===== src/rtl/alu_bist_sequencer_pkg.sv =====
// Shared ALU definitions: command codes, flag bit positions and the BIST vector layout.
// Used by both the ALU and its self-test sequencer.
package alu_bist_sequencer_pkg;

  localparam int DATA_W = 32;
  localparam int CMD_W  = 3;
  localparam int FLAG_W = 3;
  localparam int VEC_W  = 105;

  typedef enum logic [CMD_W-1:0] {
    ALU_ADD  = 3'd0,
    ALU_SUB  = 3'd1,
    ALU_XOR  = 3'd2,
    ALU_SLT  = 3'd3,
    ALU_AND  = 3'd4,
    ALU_NAND = 3'd5,
    ALU_NOR  = 3'd6,
    ALU_OR   = 3'd7
  } alu_cmd_e;

  localparam int FLAG_CARRY = 2;
  localparam int FLAG_ZERO  = 1;
  localparam int FLAG_OVF   = 0;

  // Vector layout, MSB first: {a, b, cmd, exp_res, exp_flags, flag_mask}
  localparam int VEC_MASK_LSB  = 0;
  localparam int VEC_FLAGS_LSB = VEC_MASK_LSB + FLAG_W;
  localparam int VEC_RES_LSB   = VEC_FLAGS_LSB + FLAG_W;
  localparam int VEC_CMD_LSB   = VEC_RES_LSB + DATA_W;
  localparam int VEC_B_LSB     = VEC_CMD_LSB + CMD_W;
  localparam int VEC_A_LSB     = VEC_B_LSB + DATA_W;

  typedef enum logic [2:0] {
    ST_IDLE,
    ST_APPLY,
    ST_WAIT,
    ST_CHECK,
    ST_DONE
  } bist_state_e;

endpackage


===== src/rtl/bist_vector_ram.sv =====
// BIST vector table: register array with synchronous write and combinational read.
module bist_vector_ram
  import alu_bist_sequencer_pkg::*;
#(
  parameter int DEPTH  = 16,
  parameter int ADDR_W = 4
) (
  input  logic              clk_i,
  input  logic              we_i,
  input  logic [ADDR_W-1:0] waddr_i,
  input  logic [VEC_W-1:0]  wdata_i,
  input  logic [ADDR_W-1:0] raddr_i,
  output logic [VEC_W-1:0]  rdata_o
);

  logic [VEC_W-1:0] mem_q [DEPTH];

  // NOTE: the array has no reset; loaded vectors survive a reset of the sequencer.
  always_ff @(posedge clk_i) begin
    if (we_i) mem_q[waddr_i] <= wdata_i;
  end

  assign rdata_o = mem_q[raddr_i];

endmodule


===== src/rtl/alu_bist_sequencer.sv =====
// ALU self-test sequencer: walks the vector table, drives the ALU, waits SETTLE cycles,
// compares result and masked flags, and reports pass / fail statistics.
module alu_bist_sequencer
  import alu_bist_sequencer_pkg::*;
#(
  parameter int DEPTH  = 16,
  parameter int ADDR_W = 4,
  parameter int SETTLE = 2,
  parameter int CNT_W  = 8
) (
  input  logic              clk_i,
  input  logic              reset_i,
  input  logic              vec_we_i,
  input  logic [ADDR_W-1:0] vec_addr_i,
  input  logic [VEC_W-1:0]  vec_wdata_i,
  input  logic              start_i,
  input  logic [ADDR_W:0]   run_len_i,
  output logic [DATA_W-1:0] alu_operandA_o,
  output logic [DATA_W-1:0] alu_operandB_o,
  output logic [CMD_W-1:0]  alu_command_o,
  input  logic [DATA_W-1:0] alu_result_i,
  input  logic              alu_carryout_i,
  input  logic              alu_zero_i,
  input  logic              alu_overflow_i,
  output logic              busy_o,
  output logic              done_o,
  output logic              pass_o,
  output logic [CNT_W-1:0]  fail_count_o,
  output logic [ADDR_W-1:0] first_fail_idx_o
);

  localparam int SET_W = (SETTLE > 1) ? $clog2(SETTLE) : 1;

  bist_state_e       state_q;
  logic [ADDR_W-1:0] idx_q, last_q, first_q;
  logic [SET_W-1:0]  settle_q;
  logic [DATA_W-1:0] a_q, b_q;
  logic [CMD_W-1:0]  cmd_q;
  logic              busy_q, done_q, pass_q;
  logic [CNT_W-1:0]  fail_q, fail_d;

  logic [VEC_W-1:0]  rd_vec;
  logic [DATA_W-1:0] vec_a, vec_b, vec_res;
  logic [CMD_W-1:0]  vec_cmd;
  logic [FLAG_W-1:0] vec_flags, vec_mask, obs_flags;
  logic [ADDR_W:0]   run_len_clamped;
  logic              mismatch;

  // Writes are gated to IDLE so the table cannot change underneath a run.
  bist_vector_ram #(.DEPTH(DEPTH), .ADDR_W(ADDR_W)) u_ram (
    .clk_i   (clk_i),
    .we_i    (vec_we_i && (state_q == ST_IDLE)),
    .waddr_i (vec_addr_i),
    .wdata_i (vec_wdata_i),
    .raddr_i (idx_q),
    .rdata_o (rd_vec)
  );

  assign vec_a     = rd_vec[VEC_A_LSB     +: DATA_W];
  assign vec_b     = rd_vec[VEC_B_LSB     +: DATA_W];
  assign vec_cmd   = rd_vec[VEC_CMD_LSB   +: CMD_W];
  assign vec_res   = rd_vec[VEC_RES_LSB   +: DATA_W];
  assign vec_flags = rd_vec[VEC_FLAGS_LSB +: FLAG_W];
  assign vec_mask  = rd_vec[VEC_MASK_LSB  +: FLAG_W];

  assign run_len_clamped = (run_len_i > (ADDR_W+1)'(DEPTH)) ? (ADDR_W+1)'(DEPTH) : run_len_i;

  // NOTE: every always_comb output gets a default first so no latch can be inferred.
  always_comb begin
    obs_flags             = '0;
    obs_flags[FLAG_CARRY] = alu_carryout_i;
    obs_flags[FLAG_ZERO]  = alu_zero_i;
    obs_flags[FLAG_OVF]   = alu_overflow_i;
  end

  assign mismatch = (alu_result_i != vec_res) || (((obs_flags ^ vec_flags) & vec_mask) != '0);
  assign fail_d   = (mismatch && (fail_q != '1)) ? fail_q + 1'b1 : fail_q;

  // NOTE: all state uses non-blocking assignment so every register samples pre-edge values.
  always_ff @(posedge clk_i) begin
    if (reset_i) begin
      state_q  <= ST_IDLE;
      idx_q    <= '0;
      last_q   <= '0;
      first_q  <= '0;
      settle_q <= '0;
      a_q      <= '0;
      b_q      <= '0;
      cmd_q    <= '0;
      busy_q   <= 1'b0;
      done_q   <= 1'b0;
      pass_q   <= 1'b0;
      fail_q   <= '0;
    end else begin
      done_q <= 1'b0;
      case (state_q)
        ST_IDLE: begin
          if (start_i) begin
            idx_q  <= '0;
            fail_q <= '0;
            last_q <= ADDR_W'(run_len_clamped - 1'b1);
            if (run_len_clamped == '0) begin
              state_q <= ST_DONE;
              done_q  <= 1'b1;
              pass_q  <= 1'b1;
            end else begin
              state_q <= ST_APPLY;
              busy_q  <= 1'b1;
              pass_q  <= 1'b0;
            end
          end
        end
        ST_APPLY: begin
          a_q      <= vec_a;
          b_q      <= vec_b;
          cmd_q    <= vec_cmd;
          settle_q <= SET_W'(SETTLE - 1);
          state_q  <= ST_WAIT;
        end
        ST_WAIT: begin
          if (settle_q == '0) state_q <= ST_CHECK;
          else                settle_q <= settle_q - 1'b1;
        end
        ST_CHECK: begin
          fail_q <= fail_d;
          if (mismatch && (fail_q == '0)) first_q <= idx_q;
          if (idx_q == last_q) begin
            state_q <= ST_DONE;
            done_q  <= 1'b1;
            busy_q  <= 1'b0;
            pass_q  <= (fail_d == '0);
          end else begin
            idx_q   <= idx_q + 1'b1;
            state_q <= ST_APPLY;
          end
        end
        ST_DONE: state_q <= ST_IDLE;
        default: state_q <= ST_IDLE;
      endcase
    end
  end

  assign alu_operandA_o   = a_q;
  assign alu_operandB_o   = b_q;
  assign alu_command_o    = cmd_q;
  assign busy_o           = busy_q;
  assign done_o           = done_q;
  assign pass_o           = pass_q;
  assign fail_count_o     = fail_q;
  assign first_fail_idx_o = first_q;

endmodule


===== config.mk =====
export PLATFORM = sky130hd
export DESIGN_NAME = alu_bist_sequencer
export DESIGN_NICKNAME = d
export VERILOG_FILES = /design/src/rtl/alu_bist_sequencer_pkg.sv /design/src/rtl/bist_vector_ram.sv /design/src/rtl/alu_bist_sequencer.sv
export SDC_FILE = /design/constraint.sdc
export NUM_CORES = 1
export LEC_CHECK = 0
export CAP_MARGIN = 5
export CORE_MARGIN = 2
export CORE_UTILIZATION = 47
export CTS_BUF_LIST = sky130_fd_sc_hd__clkbuf_8
export DETAILED_ROUTE_END_ITERATION = 10
export PLACE_DENSITY_LB_ADDON = 0.05
export SLEW_MARGIN = 20
export SYNTH_ARGS = -nofsm -noshare
export SYNTH_HDL_FRONTEND = slang
export SYNTH_HIERARCHICAL = 1
export SYNTH_SLANG_ARGS = --single-unit

===== constraint.sdc =====
create_clock -name clk_i -period 12.9 [get_ports clk_i]
set_clock_uncertainty 0.05 [all_clocks]
set_input_delay 3.87 -clock clk_i [delete_from_list [all_inputs] [get_ports clk_i]]
set_output_delay 3.87 -clock clk_i [all_outputs]
set_load 0.1 [all_outputs]

==> qor.txt <==
Clk pin slew, worst setup/hold paths: 60 ps
Grt ovf: 0
Final max-slew violation count: 0
Synth Register Bits: 1774
Max FO, Critical Path: 5
Psw: 2.732 mW
Post-synthesis sequential area ratio: 0.7814
Full die area: 145500 um^2
Net Sw Frac: 0.2338
Setup TNS: 0 ps
Most frequent cells in the layout: edfxtp_1 (1680), mux4_2 (420), clkbuf_8 (322)
CTS Buf Count: 311
Total Power: 11.68 mW
Pre-CTS worst setup slack: 5127 ps
Post-synth top area share: 0.7533
Initial Utilization: 0.4736
Post-Syn Nets: 3256
Worst hold margin: 403.6 ps
Worst-Skew Late Latency: 990 ps
Max_cap viols: 0
Most common cell after layout, fill and taps aside: edfxtp_1
Die H: 381.5 um
Critical Path RT: 13710 ps
H-tree levels: 5
Leak pwr: 23.74 nW
Final setup viols: 0
Fraction of registers with async set/reset: 0
PD cells: 152.3 nW/um^2
Maximum clock frequency: 147.6 MHz
Final Net Count: 3691
CTS tree: built
I/O Buffers: 234
Die Wd: 381.5 um
Avg Cell Area, Syn: 21.61 um^2
Max VDD drop: 90.03 uV
Final worst-path cycle share: 0.5252
Total Wirelength: 167100 um
DR vias: 33051
Cell taking the most area after synthesis: edfxtp_1
CP Launch Type: input pin
Internal power: 8.953 mW
Arrival @ worst endpoint: 7590 ps
Worst-Margin Slew: 1131 ps
Area Overhead vs Synth: 14.52%
Worst setup margin: 6125 ps
CP Class: input pin to flip-flop
Critical Path End Type: flip-flop
Vias in the first global route: 35404
PostCTS Resize Cnt: 0
Min Clock Period, post-route: 6775 ps
Vias/cell: 5.878
Post-synth top flop: edfxtp_1
RSZ-0062 raised after global routing: false
Largest net degree at the start of global routing: 107
Synth warnings: 6
Post-route DRC violation count: 0
Fraction of layout cells with a size suffix above 1: 0.2304
Starting DRT DRC Count: 2750
Sequential cell area: 52340 um^2
Clock share of power: 0.378
Final hold viol count: 0
Gate power share: 0.069
Area of the multi-input gates: 13840 um^2
Worst slew margin: 0.2462
DRT antenna net count: 0
Placer Congestion: 0.7998
Post-CTS setup buffer count: 0
Final core utilization: 0.5424
Total track usage: 0.2314
CTS sink count: 1774
I/O pin count: 235
Initial antenna violation count: 15
Root Driver: clkbuf_8
EDFF count, synth: 1680
Synthesized area: 66970 um^2
Run status: complete, no violations
CORE AREA: 141400 um^2
Hold WC Path Type: flip-flop to flip-flop
DRT Pass-1 Iters: 7
Post-Synthesis Cells: 3099
Dominant cells by area after synthesis: edfxtp_1 (75%), mux4_2 (14%), dfxtp_1 (2.8%), a22oi_1 (2.4%), nand2_1 (1.4%)
CTS Buffer Depth: 4
Sequential Power Share: 0.553
Global-route wire length before repair: 242500 um
Post-detailed-route wirelength per cell: 29.71 um
Filler Cell Count: 10886
HPWL after DPL: 86260 um
Count of cell types in the netlist: 51
Row cnt: 138
Hold_buf cts: 0
[synthesized netlist by cell type (2+ instances only)]
| library cell | count |
|---|---|
| mux2i_1 | 7 |
| and3_1 | 4 |
| nand2_1 | 250 |
| nor3_1 | 12 |
| nand2b_1 | 4 |
| mux4_2 | 420 |
| and2_1 | 5 |
| xnor2_1 | 7 |
| inv_1 | 4 |
| or3_1 | 2 |
| a211oi_1 | 5 |
| o31ai_1 | 2 |
| edfxtp_1 | 1680 |
| buf_2 | 27 |
| nand3b_1 | 4 |
| buf_1 | 31 |
| buf_4 | 19 |
| nor2b_1 | 6 |
| clkbuf_1 | 70 |
| nand4_1 | 5 |
| nand3_1 | 6 |
| a22oi_1 | 210 |
| xor2_1 | 38 |
| nor2_1 | 38 |
| ha_1 | 4 |
| dfxtp_1 | 94 |
| a21oi_1 | 78 |
| nor4_1 | 11 |
| o21a_1 | 2 |
| o21ai_0 | 8 |
| nor3b_1 | 2 |
| buf_6 | 25 |
[power groups by stage]
stage / registers, mW / logic (mW) / clock network [mW]
final: 6.46 / 0.804 / 4.42
after global routing: 6.47 / 0.857 / 4.81
after CTS: 6.47 / 0.819 / 4.56
after detailed placement: 6.58 / 0.818 / 0
after global placement: 6.58 / 0.806 / 0
after floorplan: 6.77 / 0.329 / 0
[worst max-delay path, cell delays in order]
cell	delay [ps]
clkdlybuf4s50_1	530
xor2_1	210
nor4_1	720
nand4_1	840
o31ai_1	740
nor2_1	150
mux2i_1	170
o41ai_2	330
[metal layers]
layer	routed length, um	share of wire	up-vias	GRT usage
li1	-	-	13833	-
met1	69470	0.42	17732	0.3147
met2	82560	0.49	1220	0.3771
met3	11350	0.068	256	0.05146
met4	3601	0.022	10	0.06800
met5	62	0.00037	-	0
[stage by stage]
stage          cells  cell area [um^2]
2_1_floorplan   3099             66970
3_3_place_gp    5110             71490
3_5_place_dp    5111             71520
4_1_cts         5618             76680
5_1_grt         5621             76690
6_report        5623             76700
[state kept, by name, summed over array words and instances (netlist names)]
signal and count:
pass_o 1, fail_count_o 8, last_q 4, done_o 1, u_ram/mem_q 1680, state_q 3
busy_o 1, idx_q 4, alu_command_o 3, first_fail_idx_o 4, alu_operandA_o 32, settle_q 1
alu_operandB_o 32
[path summary, 6_finish.rpt]
| check | from | endpoint | depth (start not counted) | slack (ps) |
|---|---|---|---|---|
| min | alu_operandB_o[13]$_SDFFE_PP0P_ | alu_operandB_o[13]$_SDFFE_PP0P_ | 2 | 400 |
| max reg2reg | idx_q[0]$_SDFFE_PP0P_ | pass_o$_SDFFE_PP0P_ | 12 | 6540 |
| min reg2reg | alu_operandB_o[13]$_SDFFE_PP0P_ | alu_operandB_o[13]$_SDFFE_PP0P_ | 2 | 400 |
| max | alu_result_i[30] | pass_o$_SDFFE_PP0P_ | 8 | 6120 |
[cell type report]
class                           count  area share
Multi-Input combinational cell   1149      0.1804
Inverter                            4   0.0001958
Timing Repair Buffer              294     0.03866
Sequential cell                  1774      0.6824
Antenna cell                        5   0.0001631
Tap cell                         1890     0.03083
Clock inverter                    185    0.009560
Clock buffer                      322     0.05778
[cell families after synthesis]
kind of cell / Yosys count / share of synthesized area
adders and majority gates: 4 / 0.0007473
and+or+nand+nor: 356 / 0.02270
buffers and inverters: 176 / 0.01424
xor gates and xnor gates: 45 / 0.005885
AOI/OAI and AO/OA: 316 / 0.03258
DFF: 1774 / 0.7814
muxes: 428 / 0.1425
Power figures use the tool's default switching activity.
